File: src/rtl/frogger_pkg.sv
// Shared types and HID keycode constants for the frog game blocks.
package frogger_pkg;

    localparam logic [7:0] HID_NONE = 8'h00;
    localparam logic [7:0] HID_W    = 8'h1A;
    localparam logic [7:0] HID_A    = 8'h04;
    localparam logic [7:0] HID_S    = 8'h16;
    localparam logic [7:0] HID_D    = 8'h07;

    typedef enum logic [2:0] {DIR_NONE, DIR_UP, DIR_DOWN, DIR_LEFT, DIR_RIGHT} dir_t;
    typedef enum logic [1:0] {IDLE, FIRE, COOL, HELD} hop_state_t;

endpackage

File: src/rtl/key_dir_decode.sv
// Combinational HID keycode to direction decode; unknown codes map to DIR_NONE.
module key_dir_decode
    import frogger_pkg::*;
#(
    parameter logic [7:0] KEY_UP    = HID_W,
    parameter logic [7:0] KEY_LEFT  = HID_A,
    parameter logic [7:0] KEY_DOWN  = HID_S,
    parameter logic [7:0] KEY_RIGHT = HID_D
) (
    input  logic [7:0] i_keycode,
    output dir_t       o_dir
);

    always_comb begin
        o_dir = DIR_NONE;
        if      (i_keycode == KEY_UP)    o_dir = DIR_UP;
        else if (i_keycode == KEY_DOWN)  o_dir = DIR_DOWN;
        else if (i_keycode == KEY_LEFT)  o_dir = DIR_LEFT;
        else if (i_keycode == KEY_RIGHT) o_dir = DIR_RIGHT;
    end

endmodule

File: src/rtl/frog_hop_ctrl.sv
// Keycode to one-frame hop pulses with cooldown and hold-to-repeat, clocked per video frame.
module frog_hop_ctrl
    import frogger_pkg::*;
#(
    parameter logic [7:0] KEY_UP        = HID_W,
    parameter logic [7:0] KEY_LEFT      = HID_A,
    parameter logic [7:0] KEY_DOWN      = HID_S,
    parameter logic [7:0] KEY_RIGHT     = HID_D,
    parameter int         COOL_FRAMES   = 6,
    parameter int         REPEAT_FRAMES = 15
) (
    input  logic       frame_clk,
    input  logic       Reset_n,
    input  logic [7:0] keycode,
    input  logic       enable,
    output logic       up,
    output logic       down,
    output logic       left,
    output logic       right,
    output logic       busy,
    output logic [7:0] hop_count
);

    localparam logic [7:0] COOL_LOAD = 8'(COOL_FRAMES - 1);
    localparam logic [7:0] REP_LOAD  = 8'(REPEAT_FRAMES - 1);

    dir_t       w_dir;
    dir_t       r_dir;
    hop_state_t r_state;
    logic [7:0] r_cnt;
    logic       w_fire;

    key_dir_decode #(
        .KEY_UP   (KEY_UP),
        .KEY_LEFT (KEY_LEFT),
        .KEY_DOWN (KEY_DOWN),
        .KEY_RIGHT(KEY_RIGHT)
    ) u_dec (
        .i_keycode(keycode),
        .o_dir    (w_dir)
    );

    // Pulses are registered from the FIRE state, so they trail FIRE by one frame.
    assign w_fire = enable && (r_state == FIRE);

    always_ff @(posedge frame_clk or negedge Reset_n) begin
        if (!Reset_n) begin
            r_state   <= IDLE;
            r_dir     <= DIR_NONE;
            r_cnt     <= 8'd0;
            up        <= 1'b0;
            down      <= 1'b0;
            left      <= 1'b0;
            right     <= 1'b0;
            busy      <= 1'b0;
            hop_count <= 8'd0;
        end else begin
            up    <= w_fire && (r_dir == DIR_UP);
            down  <= w_fire && (r_dir == DIR_DOWN);
            left  <= w_fire && (r_dir == DIR_LEFT);
            right <= w_fire && (r_dir == DIR_RIGHT);
            busy  <= (r_state != IDLE);
            if (!enable) begin
                r_state <= IDLE;
            end else begin
                case (r_state)
                    IDLE: begin
                        if (w_dir != DIR_NONE) begin
                            r_dir   <= w_dir;
                            r_state <= FIRE;
                            if (hop_count != 8'hFF) hop_count <= hop_count + 8'd1;
                        end
                    end
                    FIRE: begin
                        r_cnt   <= COOL_LOAD;
                        r_state <= COOL;
                    end
                    COOL: begin
                        if (r_cnt == 8'd0) begin
                            if (w_dir == r_dir) begin
                                r_cnt   <= REP_LOAD;
                                r_state <= HELD;
                            end else begin
                                r_state <= IDLE;
                            end
                        end else begin
                            r_cnt <= r_cnt - 8'd1;
                        end
                    end
                    HELD: begin
                        if (w_dir != r_dir) begin
                            r_state <= IDLE;
                        end else if (r_cnt == 8'd0) begin
                            r_state <= FIRE;
                            if (hop_count != 8'hFF) hop_count <= hop_count + 8'd1;
                        end else begin
                            r_cnt <= r_cnt - 8'd1;
                        end
                    end
                    default: r_state <= IDLE;
                endcase
            end
        end
    end

endmodule

File: config.mk
export PLATFORM = sky130hd
export DESIGN_NAME = frog_hop_ctrl
export DESIGN_NICKNAME = d
export VERILOG_FILES = /design/src/rtl/frogger_pkg.sv /design/src/rtl/key_dir_decode.sv /design/src/rtl/frog_hop_ctrl.sv
export SDC_FILE = /design/constraint.sdc
export NUM_CORES = 1
export LEC_CHECK = 0
export CAP_MARGIN = 20
export CORE_MARGIN = 5
export CORE_UTILIZATION = 25
export DETAILED_ROUTE_END_ITERATION = 8
export PLACE_DENSITY_LB_ADDON = 0.1
export SLEW_MARGIN = 40
export SYNTH_ARGS = -nofsm -noshare
export SYNTH_HDL_FRONTEND = slang
export SYNTH_SLANG_ARGS = --single-unit
File: constraint.sdc
create_clock -name frame_clk -period 6.6 [get_ports frame_clk]
set_input_delay 1.32 -clock frame_clk [delete_from_list [all_inputs] [get_ports frame_clk]]
set_output_delay 1.32 -clock frame_clk [all_outputs]
set_load 0.005 [all_outputs]
# Yosys cells after proc, flatten, opt, wreduce, memory -nomap -nowiden
# Index checks and enable logic that the tools add are counted.
dict set report word_totals {
  reg_bits 26
  input_bits 11
  output_inout_bits 13
  elab_cells 69
}
dict set report op_classes {
  addsub 2
  n_eq_ne 22
  n_mux 21
  n_reduce_logical 15
}
# operator n
set ops {}
lappend ops {{8-bit 2-to-1 mux} 8}
lappend ops {{8-bit one-hot mux with 3 select lines} 1}
lappend ops {{8-bit by 3-bit == test with 1-bit output (second input constant)} 2}
lappend ops {{8-bit by 5-bit == test with 1-bit output (second input constant)} 2}
lappend ops {{8-bit one-hot mux with 2 select lines} 1}
lappend ops {{2-bit 2-to-1 mux} 6}
lappend ops {{3-bit 2-to-1 mux} 4}
lappend ops {{5-bit AND reduction} 2}
lappend ops {{3-bit != test (second input constant)} 3}
lappend ops {{8-bit by 1-bit adder with 8-bit output (second input constant)} 1}
lappend ops {{8-bit logical NOT} 1}
lappend ops {{2-bit != test (second input constant)} 4}
lappend ops {{8-bit != test (second input constant)} 1}
lappend ops {{2-bit one-hot mux with 4 select lines} 1}
lappend ops {{8-bit by 1-bit subtractor with 8-bit output (second input constant)} 1}
lappend ops {{3-bit by 2-bit == test with 1-bit output (second input constant)} 2}
lappend ops {{3-bit AND reduction} 2}
lappend ops {{3-bit nonzero test} 2}
lappend ops {{1-bit logical AND} 5}
lappend ops {{2-bit == test (second input constant)} 2}
lappend ops {{4-bit != test (second input constant)} 1}
lappend ops {{2-bit nonzero test} 2}
lappend ops {{3-bit by 1-bit == test with 1-bit output (second input constant)} 1}
lappend ops {{3-bit == test} 1}
lappend ops {{4 further kinds} 4}

# Depth between registers and ports, before layout
dict set report depth {
  depth_word 10
  depth_mapped 9
  mapped_depth_nobuf 8
}

# Modules after synthesis
# A second synthesis with hierarchy kept.
dict set report hier_totals {
  hier_cells 132
  hier_area_um2 1412.6
}
# mod instances cells_each area_each_um2 seq_area_each_um2
set by_module_without_submodules {}
lappend by_module_without_submodules {frog_hop_ctrl 1 123 1332.5 650.6}
lappend by_module_without_submodules {key_dir_decode 1 9 80.1 0.0}

# Least setup slack after synthesis
# OpenSTA, ideal clock, no wires.
dict set report synth_path {
  kind {input -> register}
  from {input keycode[0]}
  to {register r_cnt[1]}
  setup_ns 0.125
  arrival_ns 3.174
  required_time_ns 6.475
  slack_ns 3.301
  cell_stages 8
  n_path_buf 2
  path_cell_list {or4_4 buf_6 or3_1 o31ai_2 o31a_4 o21a_1 buf_6 mux2_4}
}
dict set report synth_via {
  elab_chain_len 8
  elab_cells_between_ends 13
  cone_classes {8 x eq/ne; 4 x mux; 1 x reduce/logical}
}
# item line_no
set synth_rtl {}
lappend synth_rtl {{from (decl)} frog_hop_ctrl.sv:14} ;# input logic [7:0] keycode,
lappend synth_rtl {{8-bit by 3-bit == test with 1-bit output} key_dir_decode.sv:19} ;# else if (i_keycode == KEY_RIGHT) o_dir = DIR_RIGHT;
lappend synth_rtl {{3-bit 2-to-1 mux} key_dir_decode.sv:19}
lappend synth_rtl {{3-bit 2-to-1 mux} key_dir_decode.sv:18} ;# else if (i_keycode == KEY_LEFT) o_dir = DIR_LEFT;
lappend synth_rtl {{3-bit 2-to-1 mux} key_dir_decode.sv:17} ;# else if (i_keycode == KEY_DOWN) o_dir = DIR_DOWN;
lappend synth_rtl {{3-bit 2-to-1 mux *} key_dir_decode.sv:16} ;# if (i_keycode == KEY_UP) o_dir = DIR_UP;
lappend synth_rtl {{3-bit == test / 3-bit != test (equally long branches)} {frog_hop_ctrl.sv:80, frog_hop_ctrl.sv:91}}
lappend synth_rtl {{3-bit != test (no source line) / 2-bit != test (equally long branches)} -}
lappend synth_rtl {{5-bit AND reduction (no source line) *} -}
lappend synth_rtl {{to (signal assigned)} frog_hop_ctrl.sv:87} ;# r_cnt <= r_cnt - 8'd1;
lappend synth_rtl {{to (signal assigned)} frog_hop_ctrl.sv:97} ;# r_cnt <= r_cnt - 8'd1;
lappend synth_rtl {{to (decl)} frog_hop_ctrl.sv:30} ;# logic [7:0] r_cnt;
# Mark *: on every way between the ends. The rest lies on a longest branch, timed or not.
# A chain may end at the register's enable or synchronous reset.

# Final worst setup path
# Ends and elaborated chain as after synthesis.

==> impl_metrics.yaml <==
run_status:
  outcome: "finished clean"
timing:
  finalHoldViolCount: 0
  period_share: 0.550
  final.min_clock_period_ns: 3.63
  whs_ns: 0.499
  rsz0062_at_grt: "no"
  max_slew_margin: 0.497
  drv_slew: 0
  fmax_ghz: 0.276
  worst_pin_slew_ns: 0.752
  skew_ns: 0.0126
  setup_viol: 0
  finalSetupTns_ns: 0
flow_run:
  drv_cap: 0
detailed_routing:
  viasPerCell: 4.96
  dr.pass1.iters: 4
  drc: 0
  drt.antenna.violating_nets: 0
  drtIter0Drc: 44
  vias: 1269
  wl_per_cell_um: 14.3
  wirelength_um: 3660
floorplan:
  die_area_sq_mm: 0.00786
  num_rows: 28
  start_util: 0.260
  coreArea_sq_mm: 0.00596
  die_h_um: 88.7
  num_io_pins: 24
  die_w_um: 88.7
clock_tree:
  cts.reportedPaths.clkPinSlew_ns: 0.10
  cts_max_path_buffers: 2
  cts_resized: 0
  ctsHoldBuffers: 0
  cts_root_buffer: "clkbuf_8"
  clk_latency_ns: 0.27
  postCtsSetupBuffers: 0
  htreeDepth: 1
  cts_sinks: 26
  cts_made_buffers: 3
  cts_tree: "yes"
layout:
  antennaDiodeCount: 0
  syn_to_final_growth_pct: 23.0
  multi_input_area_sq_um: 848
  nets: 195
  seqCellArea_sq_um: 651
  drive_gt1_frac: 0.0994
  fill_cells: 620
  final_cell_area_sq_mm: 0.00190
worst_setup_path:
  crit_arrival_ns: 3.78
  path_max_fanout: 9
  crit_type: "input port to register"
  startpoint_type: "input port"
  required_ns: 6.76
  end_kind: "register"
  ff2ff_path_depth: 7
placement:
  place_area_sq_mm: 0.00185
  place_hpwl_um: 2780
  gp_congestion: 0.825
  port_buffers: 23
logic_synthesis:
  netlist_instances: 157
  synth_seq_cells: 26
  synth-edff-count: 0
  yosysWarnings: 0
  syn_nets: 170
  synth_area_sq_mm: 0.00155
  ys_types: 51
  synth_ff_type: "dfrtp_1"
  postSynth.asyncResetShare: 1.00
  seq_area_frac_synth: 0.420
  syn_avg_cell_area_sq_um: 9.86
min_path:
  whs_path_depth: 1
  hold_class: "register to register"
global_route:
  grt_pass1_wl_um: 6320
  grt_max_degree: 27
  first_global_vias: 1294
  gr-total-overflow: 0
  grt_usage: 0.103
  grt_antenna_before_repair: 0
power_and_ir_drop:
  total_leakage_power_uw: 0.000780
  pwr_density_cell_mw_per_mm2: 170
  ir_drop_mv: 0.0814
[metrics by stage]
stage,worst slack [ns],cells,utilization,total power (uW)
after global placement,2.74,252,0.311,221
after detailed placement,2.69,252,0.311,222
final,2.97,256,0.320,323
after global routing,2.90,256,0.320,346
after CTS,2.99,256,0.320,331
after floorplan,3.30,157,-,198
[layout by cell type, fill, tap and decap left out, types with 3 or more instances in the layout]
| cell type | count |
|---|---|
| a21oi_1 | 4 |
| a32o_1 | 3 |
| clkbuf_8 | 4 |
| clkdlybuf4s50_1 | 23 |
| dfrtp_1 | 26 |
| inv_1 | 5 |
| nand2_1 | 15 |
| nand2b_1 | 3 |
| nand3_1 | 5 |
| nor2_1 | 16 |
| nor3_1 | 7 |
| nor4_1 | 3 |
| o211ai_1 | 5 |
| o21a_1 | 3 |
| or3_1 | 6 |
| xor2_1 | 8 |
[power breakdown]
group	internal, uW	switching [uW]
clock network	53.3	51.8
logic	22.2	19.7
registers	167	9.70
[cell type report]
class / instances / area share
Tap cell: 75 / 0.0493
Inverter: 5 / 0.00986
Multi-Input combinational cell: 122 / 0.445
Timing Repair Buffer: 24 / 0.125
Sequential cell: 26 / 0.342
Clock buffer: 4 / 0.0289
[logic make-up (layout without fill, tap and decap cells)]
| logic type | count (synthesis) | in the layout | synth area share |
|---|---|---|---|
| compound gates | 33 | 33 | 0.180 |
| xor+xnor | 8 | 8 | 0.0453 |
| fa+ha+maj | 2 | 2 | 0.0162 |
| buf+inv | 9 | 33 | 0.0315 |
| flops | 26 | 26 | 0.420 |
| mux | 3 | 3 | 0.0234 |
| simple gates | 76 | 76 | 0.283 |
[Yosys cell counts (2+ instances only)]
cell type	n	share of area
dfrtp_1	26	0.42
nor2_1	16	0.039
nand2_1	15	0.036
xor2_1	8	0.045
nor3_1	7	0.023
or3_1	6	0.024
inv_1	5	0.012
nand3_1	5	0.016
o211ai_1	5	0.024
a21oi_1	4	0.013
a32o_1	3	0.019
nand2b_1	3	0.012
nor4_1	3	0.012
o21a_1	3	0.015
a21boi_0	2	0.0097
and3_1	2	0.0081
buf_6	2	0.015
clkbuf_1	2	0.0049
ha_1	2	0.016
nand3b_1	2	0.0097
nand4_1	2	0.0081
nor3b_1	2	0.0097
nor4_2	2	0.016
o21ai_0	2	0.0065
o21ai_1	2	0.0065
[flip-flops by register name (all words and copies together), names as in the netlist]
name       count
hop_count      8
r_cnt          8
r_dir          3
r_state        2
busy           1
down           1
left           1
right          1
up             1
[per-layer routing]
metal	GRT usage	vias to the layer above	part of all wire
met5	0	-	0
met4	0.0316	0	0.0063
met3	0.0177	2	0.053
met2	0.157	25	0.45
met1	0.149	612	0.49
li1	-	630	-
[worst max-delay path, cell delays in order]
cell and delay, ns:
clkdlybuf4s50_1 0.44, or4_4 0.61, or3_1 0.34, o31ai_2 0.11, o31a_4 0.25, o21a_1 0.37, mux2_4 0.34
[final timing paths]
kind	end	startpoint	slack [ns]
max in group asynchronous	r_cnt[6]	Reset_n	4.91
max reg2reg	r_cnt[1]	r_cnt[0]	4.03
min in group asynchronous	hop_count[6]	Reset_n	1.41
min reg2reg	hop_count[7]	hop_count[7]	0.50
min	hop_count[7]	hop_count[7]	0.50
max	r_cnt[1]	keycode[0]	2.97
Note: power is estimated with default switching activity, not from simulation.
